==> config.mk <==
export PLATFORM = sky130hd
export DESIGN_NAME = ascon_ctrl
export DESIGN_NICKNAME = d
export VERILOG_FILES = /design/src/rtl/ascon_ctrl_pkg.sv /design/src/rtl/ascon_blk_counter.sv /design/src/rtl/ascon_ctrl.sv
export SDC_FILE = /design/constraint.sdc
export NUM_CORES = 2
export LEC_CHECK = 0
export ABC_AREA = 1
export CORE_AREA = 3 3 405 407
export CTS_BUF_LIST = sky130_fd_sc_hd__clkbuf_16
export DETAILED_ROUTE_END_ITERATION = 16
export DIE_AREA = 0 0 408 410
export GPL_TIMING_DRIVEN = 0
export PLACE_DENSITY = 0.45
export SLEW_MARGIN = 0
export SYNTH_ARGS = -nofsm -noshare
export SYNTH_HDL_FRONTEND = slang
export SYNTH_SLANG_ARGS = --single-unit
==> constraint.sdc <==
create_clock -name clk -period 8.5 [get_ports clk]
set_clock_uncertainty 0.1 [all_clocks]
set_input_delay 0.85 -clock clk [delete_from_list [all_inputs] [get_ports clk]]
set_output_delay 0.85 -clock clk [all_outputs]
set_load 0.01 [all_outputs]
==> src/rtl/ascon_ctrl_pkg.sv <==
// ascon_ctrl_pkg: shared states, mode codes and limits for the Ascon sequencer
package ascon_ctrl_pkg;
  typedef enum logic [3:0] {
    S_IDLE, S_INIT, S_AD_LOAD, S_AD_X1, S_AD_X2, S_MSG_LOAD, S_MSG_X1,
    S_MSG_X2, S_MSG_OUT, S_FINAL, S_TAG, S_SQ_X1, S_SQ_X2, S_SQ_OUT
  } state_t;
  localparam logic [1:0] MODE_ENC = 2'd0;
  localparam logic [1:0] MODE_DEC = 2'd1;
  localparam logic [1:0] MODE_HASH = 2'd2;
  localparam logic [1:0] SEL_AEAD = 2'b00;
  localparam logic [1:0] SEL_HASH = 2'b10;
  localparam int BLK_BYTES = 16;
  localparam logic [31:0] MAX_LEN = 32'hFFFF_FFF0;
endpackage

==> src/rtl/ascon_blk_counter.sv <==
// ascon_blk_counter: block byte position, last-block detect and byte-valid mask
module ascon_blk_counter import ascon_ctrl_pkg::*; #(
  parameter int BLK = BLK_BYTES
) (
  input  logic           clk,
  input  logic           rst_n,
  input  logic           i_clr,
  input  logic           i_step,
  input  logic [31:0]    i_len,
  output logic [31:0]    o_pos,
  output logic           o_last,
  output logic [BLK-1:0] o_mask
);
  logic [31:0] r_pos;
  logic [31:0] w_rem;
  always_ff @(posedge clk) begin
    if (!rst_n) r_pos <= '0;
    else if (i_clr) r_pos <= '0;
    else if (i_step) r_pos <= r_pos + 32'(BLK);
  end
  assign w_rem = i_len - r_pos;
  assign o_pos = r_pos;
  assign o_last = r_pos + 32'(BLK) >= i_len;
  for (genvar i = 0; i < BLK; i++) begin : g_mask
    assign o_mask[i] = w_rem > 32'(i);
  end
endmodule

==> src/rtl/ascon_ctrl.sv <==
// ascon_ctrl: command/stream sequencer driving ascon_core strobes in legal order
module ascon_ctrl import ascon_ctrl_pkg::*; #(
  parameter int BLK_BYTES = 16,
  parameter int HASH_BLOCKS = 4
) (
  input  logic         clk,
  input  logic         rst_n,
  input  logic         cmd_valid,
  output logic         cmd_ready,
  input  logic [1:0]   cmd_mode,
  input  logic [31:0]  cmd_ad_len,
  input  logic [31:0]  cmd_msg_len,
  input  logic [127:0] tag_expected,
  input  logic         in_valid,
  output logic         in_ready,
  input  logic [127:0] in_data,
  output logic         out_valid,
  input  logic         out_ready,
  output logic [127:0] out_data,
  output logic         out_last,
  output logic         tag_valid,
  output logic [127:0] tag_out,
  output logic         tag_ok,
  output logic         busy,
  output logic         err,
  output logic [1:0]   core_sel_type,
  output logic         core_mode_sel,
  output logic [31:0]  core_data_length,
  output logic [31:0]  core_data_position,
  output logic [127:0] core_data_in,
  input  logic [127:0] core_data_out,
  input  logic [127:0] core_tag,
  output logic         core_en_init,
  output logic         core_en_ae_am,
  output logic         core_en_encdec,
  output logic         core_en_hash,
  output logic         core_en_final
);
  state_t r_state, w_next;
  logic [1:0] r_mode;
  logic [31:0] r_ad_len, r_msg_len;
  logic [127:0] r_tag_exp, r_blk, r_out, r_tag;
  logic r_last, r_tag_ok, r_err;
  logic [7:0] r_sq;
  logic w_hash, w_ad_ph, w_load, w_acc, w_bad, w_clr, w_step, w_last;
  logic [31:0] w_len, w_pos;
  logic [BLK_BYTES-1:0] w_mask;
  logic [127:0] w_masked;
  assign w_hash = r_mode == MODE_HASH;
  assign w_ad_ph = r_state == S_AD_LOAD || r_state == S_AD_X1 || r_state == S_AD_X2;
  assign w_load = r_state == S_AD_LOAD || r_state == S_MSG_LOAD;
  // hash input travels the AD path, so its length stands in for ad_len there
  assign w_len = (w_ad_ph && !w_hash) ? r_ad_len : r_msg_len;
  assign w_acc = cmd_valid && r_state == S_IDLE;
  assign w_bad = cmd_mode == 2'd3 || cmd_msg_len > MAX_LEN || (cmd_mode != MODE_HASH && cmd_ad_len > MAX_LEN);
  assign w_clr = r_state == S_INIT || (r_state == S_AD_X2 && w_last);
  assign w_step = (r_state == S_AD_X2 && !w_last) || (r_state == S_MSG_OUT && out_ready && !r_last);
  ascon_blk_counter #(.BLK(BLK_BYTES)) u_cnt (
    .clk(clk), .rst_n(rst_n), .i_clr(w_clr), .i_step(w_step), .i_len(w_len),
    .o_pos(w_pos), .o_last(w_last), .o_mask(w_mask)
  );
  for (genvar b = 0; b < BLK_BYTES; b++) begin : g_byte
    assign w_masked[127-8*b -: 8] = w_mask[b] ? core_data_out[127-8*b -: 8] : 8'h00;
  end
  always_ff @(posedge clk) begin
    if (!rst_n) r_state <= S_IDLE;
    else r_state <= w_next;
  end
  always_comb begin
    w_next = r_state;
    in_ready = 1'b0;
    out_valid = 1'b0;
    core_en_init = 1'b0;
    core_en_ae_am = 1'b0;
    core_en_encdec = 1'b0;
    core_en_hash = 1'b0;
    core_en_final = 1'b0;
    case (r_state)
      S_IDLE: w_next = (w_acc && !w_bad) ? S_INIT : S_IDLE;
      S_INIT: begin
        core_en_init = 1'b1;
        w_next = (!w_hash && r_ad_len == '0) ? S_MSG_LOAD : S_AD_LOAD;
      end
      S_AD_LOAD: begin
        in_ready = w_len != '0;
        w_next = (in_valid || w_len == '0) ? S_AD_X1 : S_AD_LOAD;
      end
      S_AD_X1: begin
        core_en_ae_am = 1'b1;
        w_next = S_AD_X2;
      end
      S_AD_X2: begin
        core_en_ae_am = 1'b1;
        w_next = !w_last ? S_AD_LOAD : w_hash ? S_SQ_X1 : S_MSG_LOAD;
      end
      S_MSG_LOAD: begin
        in_ready = w_len != '0;
        w_next = (in_valid || w_len == '0) ? S_MSG_X1 : S_MSG_LOAD;
      end
      S_MSG_X1: begin
        core_en_encdec = 1'b1;
        w_next = S_MSG_X2;
      end
      S_MSG_X2: begin
        core_en_encdec = 1'b1;
        w_next = (r_msg_len == '0) ? S_FINAL : S_MSG_OUT;
      end
      S_MSG_OUT: begin
        out_valid = 1'b1;
        w_next = !out_ready ? S_MSG_OUT : r_last ? S_FINAL : S_MSG_LOAD;
      end
      S_FINAL: begin
        core_en_final = 1'b1;
        w_next = S_TAG;
      end
      S_TAG: w_next = S_IDLE;
      S_SQ_X1: begin
        core_en_hash = 1'b1;
        w_next = S_SQ_X2;
      end
      S_SQ_X2: begin
        core_en_hash = 1'b1;
        w_next = S_SQ_OUT;
      end
      S_SQ_OUT: begin
        out_valid = 1'b1;
        w_next = !out_ready ? S_SQ_OUT : r_last ? S_IDLE : S_SQ_X1;
      end
      default: w_next = S_IDLE;
    endcase
  end
  always_ff @(posedge clk) begin
    if (!rst_n) begin
      r_mode <= MODE_ENC;
      r_ad_len <= '0;
      r_msg_len <= '0;
      r_tag_exp <= '0;
      r_blk <= '0;
      r_out <= '0;
      r_tag <= '0;
      r_last <= 1'b0;
      r_tag_ok <= 1'b0;
      r_err <= 1'b0;
      r_sq <= '0;
    end else begin
      r_err <= w_acc && w_bad;
      if (w_acc && !w_bad) begin
        r_mode <= cmd_mode;
        r_ad_len <= cmd_ad_len;
        r_msg_len <= cmd_msg_len;
        r_tag_exp <= tag_expected;
        r_tag <= '0;
        r_tag_ok <= 1'b0;
      end
      if (w_load) r_blk <= (w_len == '0) ? '0 : in_valid ? in_data : r_blk;
      if (r_state == S_MSG_X2) begin
        r_out <= w_masked;
        r_last <= w_last;
      end
      if (r_state == S_SQ_X2) begin
        r_out <= {core_data_out[63:0], 64'b0};
        r_last <= r_sq == 8'(HASH_BLOCKS - 1);
      end
      if (r_state == S_INIT) r_sq <= '0;
      else if (r_state == S_SQ_OUT && out_ready) r_sq <= r_sq + 8'd1;
      if (r_state == S_FINAL) begin
        r_tag <= core_tag;
        r_tag_ok <= r_mode == MODE_DEC && core_tag == r_tag_exp;
      end
    end
  end
  assign cmd_ready = r_state == S_IDLE;
  assign busy = r_state != S_IDLE;
  assign err = r_err;
  assign out_data = r_out;
  assign out_last = r_last && out_valid;
  assign tag_valid = r_state == S_TAG;
  assign tag_out = r_tag;
  assign tag_ok = r_tag_ok;
  assign core_sel_type = w_hash ? SEL_HASH : SEL_AEAD;
  assign core_mode_sel = r_mode == MODE_DEC;
  assign core_data_length = w_len;
  assign core_data_position = w_pos;
  assign core_data_in = r_blk;
endmodule

==> impl_results.md <==
* Status: completed
* Die ar. at 167000 µm²
* DP Wirelength at 170000 µm
* Port Buf Inserts at 1040
* Compound-cell area share of the yosys netlist at 0.185
* Residual DRC count at 0
* Relative slew slack at 0.0602
* R2r setup slk at 3.01 ns
* Yosys warns at 0
* Final critical-path share of the clock period at 0.703
* Unrepaired setup endpoints after global routing: false
* Critical path peak fanout at 10
* XOR/XNOR share of the synthesized area at 0.0188
* Fraction of registers with async set/reset at 0
* Syn Inst Count at 4120
* DIE WIDTH at 408 µm
* DR vias/cell at 4.53
* Clock buffer depth at 3
* Power density cells at around 200 nW/µm²
* Crit Reg-Reg Endpoint: out_data[66]$_SDFFE_PN0P_
* Number of max-cap violations at 0
* First-pass GRT wire length at 270000 µm
* Antenna violations before repair at 46
* Clock period minus final worst setup slack at 5.97 ns
* GRT Overall Usage at 0.230
* Routed Antenna Nets at 0
* R2R cell count at 26
* Post-Route WL at 202000 µm
* Core Area at 161000 µm²
* HP Start: tag_out[3]$_SDFFE_PN0P_
* Die Ht at ~410 µm
* Part of the Yosys area used for sequential elements at 0.424
* Placed Cells at 7328
* Initial drt markers at 2603
* Design Area, Final at 45200 µm²
* Top Ports at 1047
* Post-CTS Setup Inserts at 0
* Distinct cell type count after synthesis at 50
* CP Capture Type: flip-flop
* Pre-CTS setup slack at 1.19 ns
* Synth Area in Simple Gates at 0.254
* Layout cells sized above 1 at 0.0431
* Setup TNS at 0 ns
* Post-synthesis mux area share at 0
* Hold Path Class: flip-flop to flip-flop
* Largest net degree at the start of global routing at 15
* Largest family of logic cells by synthesized area: simple AND/OR/NAND/NOR gates
* Placer Congestion at 0.941
* CP Class: input port to flip-flop
* Startpoint Class: input port
* Arr. time, crit path at 6.41 ns
* Overall power at 9.13 mW
* Total overflow reported by the global router at 0
* CTS Buf Count at 84
* EDFF count, synth at 0
* Post-synthesis cell area at 29300 µm²
* Row count at 147
* Final setup viols at 0
* WP data required at approximately 9 ns
* Dominant synthesized flop cell: dfxtp_1
* CTS tree: built
* Fmax at 167 MHz
* CTS root buffer: clkbuf_16
* Avg Inst Size Synth at 7.12 µm²
* Hold EP: tag_out[3]$_SDFFE_PN0P_
* Adder-cell share of the synthesized area at 0.0254
* Post-CTS Hold Fix Bufs at 0
* Yosys reg bits at 621
* Skew-Pair Late Insertion Delay at 0.71 ns
* CTS H-tree depth at 3
* Placed instance area at 42600 µm²
* Start point of the critical path: cmd_msg_len[31]
* Vias in the first global route at 33100
* Final Util at 0.282
* Final Hold Vio Count at 0
* Worst R2R Start: r_mode[1]$_SDFFE_PN0P_
* Sink Count at between 600 and 700
* Starting Density at 0.183
* Reg clk slew, reported paths at 0.06 ns
* First drt pass iteration count at 5
* Worst setup margin at 2.53 ns
* Hold Path Cell Cnt at 2
* VDD IR max at 0.159 mV
* CTS resizes at 0
* Final Max Slew Viols at 0
* WL per Instance at 26.9 µm
* Worst-Margin Slew at 1.41 ns
* Layout Nets at 5897
* Via count at 34000
* Worst hold slack at 0.361 ns
* Post-route insts no fill at 7493
* Area Overhead vs Synth at 54.1%
* Lkg Pwr at 17.0 nW
==> critical path: stages <==
cell and delay, ns:
clkdlybuf4s50_1 0.63, nand4_1 0.14, nor4_1 1.09, nand2_1 0.16, nand3_1 0.26, nor2_2 0.13, buf_8 0.17, inv_1 0.10
clkbuf_1 0.50, clkbuf_1 1.04, clkbuf_1 1.10, a21oi_1 0.19
==> sequential cells by signal, summed over array words and instances, names as in the netlist <==
name / count
r_sq: 8
tag_out: 128
r_msg_len: 32
r_tag_exp: 128
core_data_in: 128
err: 1
r_last: 1
out_data: 128
r_state: 4
tag_ok: 1
r_ad_len: 32
r_mode: 2
u_cnt.o_pos: 28
==> synth_stat cells (4+ instances only) <==
cell type | number | area share
nand2_1 | 895 | 0.11
dfxtp_1 | 621 | 0.42
a21oi_1 | 600 | 0.10
inv_1 | 422 | 0.054
nand3_1 | 341 | 0.058
nor2_1 | 300 | 0.038
o21ai_0 | 235 | 0.040
clkbuf_1 | 180 | 0.023
ha_1 | 58 | 0.025
a22o_1 | 57 | 0.017
nand4_1 | 56 | 0.012
xor2_1 | 54 | 0.016
nor4_1 | 37 | 0.0079
buf_4 | 29 | 0.0074
nor3_1 | 28 | 0.0048
o2111ai_1 | 21 | 0.0063
o21ai_1 | 20 | 0.0034
or2_2 | 19 | 0.0041
o22ai_1 | 17 | 0.0036
buf_6 | 14 | 0.0054
o21ai_2 | 12 | 0.0036
buf_1 | 10 | 0.0013
nand3b_1 | 10 | 0.0026
nand4_4 | 10 | 0.0072
buf_2 | 9 | 0.0015
xnor2_1 | 9 | 0.0027
a211o_1 | 6 | 0.0018
o21bai_1 | 6 | 0.0015
a211oi_1 | 5 | 0.0013
inv_2 | 5 | 0.00064
o211ai_1 | 4 | 0.0010
==> layout make-up <==
class	instances	area (µm²)
diodes	15	37.5
multi-input cells	2833	14200
plain buffers	242	1140
well taps	2160	2700
clock inverters	65	509
repair buffers	1045	10500
flip-flops and latches	621	12400
inverters	428	1610
fillers	17700	115000
clock buffers	84	2100
==> cell families (layout without fill, tap and decap cells) <==
| group | count (synthesis) | after routing |
|---|---|---|
| adders and majority gates | 59 | 59 |
| AOI/OAI and AO/OA | 992 | 992 |
| buffers and inverters | 670 | 1864 |
| other | 1 | 20 |
| xor gates and xnor gates | 63 | 63 |
| and+or+nand+nor | 1714 | 1714 |
| DFF | 621 | 621 |
==> routing by layer <==
metal | track usage | vias to the layer above | part of all wire
met5 | 0 | - | 0.00083
met3 | 0.0557 | 255 | 0.069
met4 | 0.0817 | 26 | 0.037
met1 | 0.260 | 16300 | 0.39
met2 | 0.418 | 1325 | 0.51
li1 | - | 16000 | -
==> cells in the final DEF, fill, tap and decap left out, types with 56 or more instances in the layout <==
cell | netlist | final
nor2_1 | 300 | 298
nand2_1 | 895 | 895
o21ai_0 | 235 | 235
inv_1 | 422 | 442
nand4_1 | 56 | 56
clkdlybuf4s50_1 | 0 | 1040
a21oi_1 | 600 | 600
dfxtp_1 | 621 | 621
clkbuf_1 | 180 | 177
clkbuf_16 | 0 | 84
a22o_1 | 57 | 57
ha_1 | 58 | 58
nand3_1 | 341 | 341
==> power breakdown <==
| group | total [mW] | switching [mW] | internal (mW) |
|---|---|---|---|
| clock | 3.44 | 1.53 | 1.91 |
| combinational | 2.54 | 1.64 | 0.900 |
| sequential | 3.15 | 0.0939 | 3.06 |
| total | 9.13 | 3.27 | 5.86 |
==> worst max-delay path by stage <==
stage	slack (ns)	to
global placement	1.07	r_msg_len[0]$_SDFFE_PN0P_
CTS	1.97	r_tag_exp[125]$_SDFFE_PN0P_
finish	2.53	r_msg_len[6]$_SDFFE_PN0P_
floorplan	4.58	out_data[40]$_SDFFE_PP0P_
global route	2.29	r_msg_len[3]$_SDFFE_PN0P_
detailed placement	1.19	r_msg_len[6]$_SDFFE_PN0P_
Note: power is estimated with default switching activity, not from simulation.
